File: src/rtl/axis_uart_frame_skid.sv
// Two-entry output skid buffer; in_ready_o is registered and high while fewer
// than two entries are held.
module axis_uart_frame_skid #(
  parameter int unsigned DW = 8
) (
  input  logic          clk_i,
  input  logic          rst_ni,
  input  logic          in_valid_i,
  input  logic [DW-1:0] in_data_i,
  output logic          in_ready_o,
  output logic          out_valid_o,
  output logic [DW-1:0] out_data_o,
  input  logic          out_ready_i
);

  logic [1:0]    cnt_q, cnt_d;
  logic [DW-1:0] head_q, head_d;
  logic [DW-1:0] tail_q, tail_d;
  logic          rdy_q, rdy_d;
  logic          pop;

  assign pop = (cnt_q != 2'd0) && out_ready_i;

  always_comb begin
    cnt_d  = cnt_q;
    head_d = head_q;
    tail_d = tail_q;
    if (in_valid_i && !pop) begin
      cnt_d = cnt_q + 2'd1;
      if (cnt_q == 2'd0) begin
        head_d = in_data_i;
      end else begin
        tail_d = in_data_i;
      end
    end else if (pop && !in_valid_i) begin
      cnt_d = cnt_q - 2'd1;
      if (cnt_q == 2'd2) begin
        head_d = tail_q;
      end
    end else if (pop && in_valid_i) begin
      // Occupancy unchanged: the new word lands behind whatever remains.
      if (cnt_q == 2'd2) begin
        head_d = tail_q;
        tail_d = in_data_i;
      end else begin
        head_d = in_data_i;
      end
    end
    rdy_d = (cnt_d < 2'd2);
  end

  always_ff @(posedge clk_i or negedge rst_ni) begin
    if (!rst_ni) begin
      cnt_q  <= 2'd0;
      head_q <= '0;
      tail_q <= '0;
      rdy_q  <= 1'b0;
    end else begin
      cnt_q  <= cnt_d;
      head_q <= head_d;
      tail_q <= tail_d;
      rdy_q  <= rdy_d;
    end
  end

  assign in_ready_o  = rdy_q;
  assign out_valid_o = (cnt_q != 2'd0);
  assign out_data_o  = head_q;

endmodule

File: config.mk
export PLATFORM = sky130hd
export DESIGN_NAME = axis_uart_frame_skid
export DESIGN_NICKNAME = d
export VERILOG_FILES = /design/src/rtl/axis_uart_frame_skid.sv
export SDC_FILE = /design/constraint.sdc
export NUM_CORES = 1
export LEC_CHECK = 0
export ABC_AREA = 1
export CAP_MARGIN = 20
export CORE_MARGIN = 2
export CORE_UTILIZATION = 49
export DETAILED_ROUTE_END_ITERATION = 8
export PLACE_DENSITY = 0.81
export SLEW_MARGIN = 20
export SYNTH_ARGS = -nofsm -noshare
export SYNTH_HDL_FRONTEND = slang
export SYNTH_SLANG_ARGS = --single-unit
File: constraint.sdc
create_clock -name clk_i -period 2.03 [get_ports clk_i]
set_input_delay 0.3045 -clock clk_i [delete_from_list [all_inputs] [get_ports clk_i]]
set_output_delay 0.3045 -clock clk_i [all_outputs]
set_load 0.03 [all_outputs]
# Word level (Yosys, flattened, before mapping)
# Index checks and enable logic that the tools add are counted.
# op_classes
add_sub_neg	2
n_eq_ne	5
n_reduce_logical	13
magnitude_cmp	1
muxes	13
# ops
cell	n
$mux 8	11
$reduce_bool 2->1	3
$logic_and 1x1->1	4
$mux 2	2
$ne 2x2->1 const B	2
$reduce_and 4->1	1
$ne 3x2->1 const B	1
$reduce_and 3->1	1
$reduce_bool 3->1	1
$add 2x1->2 const B	1
$eq 2x2->1 const B	1
$logic_not 1->1	2
$logic_not 2->1	1
$lt 2x2->1 const B	1
$ne 2x1->1 const B	1
$sub 2x1->2 const B	1
# totals
inputBits	12
regBits	19

# Depth between registers and ports, before layout
# Gate-level depths: netlist of run 1.
# logic_depth
word_depth	6
mapped_depth	12
mapped_depth_nobuf	12

# Worst setup path after synthesis of run 1
# Ideal clock, no wire load.
# synth_path
path_kind	flip-flop to flip-flop
from	register cnt_q[0]
to	register head_q[0] (netlist: out_data_o[0])
path_slack_ps	266
t_arrival_ps	1699
path_stages_with_launch	13
path_buffers	0
required_time_ps	1965
period_less_slack_ps	1764
cell_sequence	dfrtp_1 > inv_1 > ha_1 > inv_2 > nand2_1 > inv_1 > ha_1 > inv_2 > nor2_1 > nor2_4 > inv_2 > nand2_1 > nand2_1
# synth_between
elab_chain_len	6
word_cells_on_any_way	16
classes_between	eq/ne (3); mux (4); reduce/logical (9)
# synth_rtl
item	line_no	source
start: declaration	16	logic [1:0] cnt_q, cnt_d;
start signal: assignment	59	cnt_q <= cnt_d;
$reduce_bool 2->1 (*)	n/a	
net out_valid_o	11	output logic out_valid_o,
$logic_and 1x1->1 (*)	22	assign pop = (cnt_q != 2'd0) && out_ready_i;
$logic_not 1->1	28	if (in_valid_i && !pop) begin
$logic_and 1x1->1	28	
$ne 3x2->1 (no line), or another cell as far along	n/a	
$reduce_and 3->1 (no line)	n/a	
end signal: assignment	55	head_q <= '0;
end signal: assignment	60	head_q <= head_d;
end: declaration	17	logic [DW-1:0] head_q, head_d;
# Mark *: on every way through the listed nets, which the timed path passes. The rest lies on a longest branch. The select of a mux whose other input is x is not followed.
# A chain may end at the register's enable or synchronous reset.

# Worst setup path after layout of run 1
# layout_path
from	register cnt_q[0]
to	register head_q[1] (netlist: out_data_o[1])
# layout_between
elab_chain_len	6
word_cells_on_any_way	16
classes_between	eq/ne (3); mux (4); reduce/logical (9)
# layout_rtl
item	line_no
$reduce_bool 2->1	22
$logic_and 1x1->1	22
$logic_not 1->1	28
$logic_and 1x1->1	28
$ne 3x2->1 (no line), or another cell as far along	n/a
$reduce_and 3->1 (no line)	n/a
# Several ways; a longest one is shown, not always the timed one. The select of a mux whose other input is x is not followed.

==> results.ini, run 1 <==
[layout]
final_common_cell = nand2_1
diodes = 0
layout.nets = 185
area_delta_synth_final_pct = 26.59
layout_common_cells = nand2_1 (49), nand3_1 (24), inv_1 (23), clkdlybuf4s50_1 (20), dfrtp_1 (19)
drive_above_1_share_pct = 8.537
stdcell_count = 191

[place]
hpwlAfterDp_um = 1626
placed_cells = 187
dp_slack_ns = 0.08996
port_buffers = 21
globalplace.congestion = 0.9140

[worst_setup_path]
reg2reg_to = out_data_o[1]$_DFFE_PN0P_
cp_slowest_cell = dfrtp_1
path_max_fanout = 9
cp_top_family = simple AND/OR/NAND/NOR gates
cp_data_required_time_ns = 2.22
rr_worst_depth = 11
crit_start = cnt_q[0]$_DFFE_PN0P_
path_class = register to register
critPathBufInv = 3
arrival_ns = 2.04
r2r_start = cnt_q[0]$_DFFE_PN0P_
cp_slowest_stage_delay_ns = 0.36
start_kind = register
path_common_cell = nand2_1
critical_path.endpoint_type = register
path_cells = inv_1 > ha_1 > inv_2 > nand2_1 > ha_1 > nand2_1 > nand2_1 > nor2_4 > inv_2 > nand2_1 > nand2_1
worst-r2r-setup-slack_ns = 0.18

[die]
coreArea_sq_mm = 0.002002
die_h_um = 50.59
die_area_sq_mm = 0.002559
start_util_pct = 53.13
boundaryPins = 22
die_w_um = 50.59
num_rows = 16

[clock_network]
cts_tree = yes
cts_max_path_buffers = 2
root_buffer = clkbuf_4
numCtsBuffers = 3
htreeDepth = 1
cts_num_sinks = 19
path_clk_slew_ns = 0.11
clk_latency_ns = 0.29

[grt]
grt_use_met1_pct = 26.70
grt-ovfl-total = 0
grt.busiest_layer = met2
grtUsageTotal_pct = 18.94
antenna_found_initial = 0
grt_pass1_wl_um = 3760
grtUsageMet3_pct = 2.976
first_global_vias = 868
grt_start_max_net_pins = 20
met2_usage_pct = 29.61

[job]
drv_cap = 0

[power]
power.leakage_nw = 0.7419
ir_drop_uv = 813.0
total_power_mw = 1.981
power.density_mw_per_mm2 = 1472

[sta]
fmax_ghz = 0.5412
maxSlewViolCount = 0
finalHoldViolations = 0
whs_ns = 0.3295
setup_tns_ns = 0
final-setup-viol-count = 0
max_slew_margin_pct = 77.79
fin_ws_ns = 0.1821
final.setup_skew_ns = 0.003117
fin_crit_ns = 1.848
fin_crit_sh_pct = 91.03
worst_pin_slew_ns = 0.3331

[logic_synthesis]
yosys_warnings = 0
syn_area_sq_mm = 0.001064
synth_area_per_cell_sq_um = 7.707
synth.distinct_cells = 13
ys_ff_latch = 19
netlist_instances = 138
synth-seq-area-share_pct = 44.71
syn-num-nets = 158

[outcome]
status = finished clean

[routing]
drtIter0Drc = 37
dr.pass1.iters = 5
post_drt_wl_per_cell_um = 10.81
vias = 950
drc = 0
routed_wl_um = 2064
viasPerCell = 4.974
ant_nets = 0

[worst_hold_path]
worstHoldPathType = input port to async pin

[through the flow]
stage | util, % | area (sq um)
2_1_floorplan | - | 1064
4_1_cts | 67.00 | 1341
3_3_place_gp | 65.69 | 1315
5_1_grt | 67.25 | 1346
3_5_place_dp | 65.69 | 1315
6_report | 67.25 | 1346
[worst max path at each step]
stage / to / slack [ns] / cells after the start
after detailed placement: out_data_o[5]$_DFFE_PN0P_ / 0.09 / 9
after global placement: out_data_o[7]$_DFFE_PN0P_ / 0.15 / 9
after floorplan: out_data_o[0]$_DFFE_PN0P_ / 0.27 / 12
final: out_data_o[1]$_DFFE_PN0P_ / 0.18 / 11
after CTS: out_valid_o / 0.07 / 4
after global routing: out_data_o[5]$_DFFE_PN0P_ / -0.01 / 11
[flip-flops by register name (all words and copies together), names as in the netlist]
signal and count:
cnt_q 2, in_ready_o 1, out_data_o 8, tail_q 8
[repair_timing]
action | in CTS | in global routing
endpoints found under the setup margin | 0 | 6
buffers inserted | 0 | 0
hold buffers | 0 | 0
gates resized for setup | 0 | 2
[final cells by class]
class	instances	area [sq um]
Fill cell	166	655.6
Tap cell	27	33.78
Sequential cell	19	475.5
Clock buffer	4	26.28
Inverter	27	101.3
Timing Repair Buffer	22	220.2
Multi-Input combinational cell	92	489.2
[synthesized netlist by cell type (all sizes together)]
cell type,number,area [sq um]
nor2,2,15.01
o21ai,6,33.78
ha,8,100.1
a21oi,1,16.27
nand2,51,201.5
inv,27,101.3
dfrtp,19,475.5
nand3,24,120.1
[cell families after synthesis]
logic type / after synthesis / synth area share [%]
compound gates: 7 / 4.706
simple gates: 77 / 31.65
buf+inv: 27 / 9.529
flops: 19 / 44.71
fa+ha+maj: 8 / 9.412
[report_power, final]
group / leakage, nW / internal, mW / switching (mW)
registers: 0.234 / 0.562 / 0.0923
clock network: 0.0150 / 0.0764 / 0.114
logic: 0.492 / 0.420 / 0.717
total: 0.742 / 1.06 / 0.923
[routing by layer]
metal	up-vias	share of wire, %
li1	478	-
met1	423	46
met2	43	47
met3	6	5.5
met4	0	1.6
met5	-	0
Note: power is estimated with default switching activity, not from simulation.
==> run 2, diff against run 1 <==
Settings changed: HOLD_SLACK_MARGIN from default to 0.1.
==> results of run 2 <==
The final DEF is identical to that of run 1; final timing and power are the same.
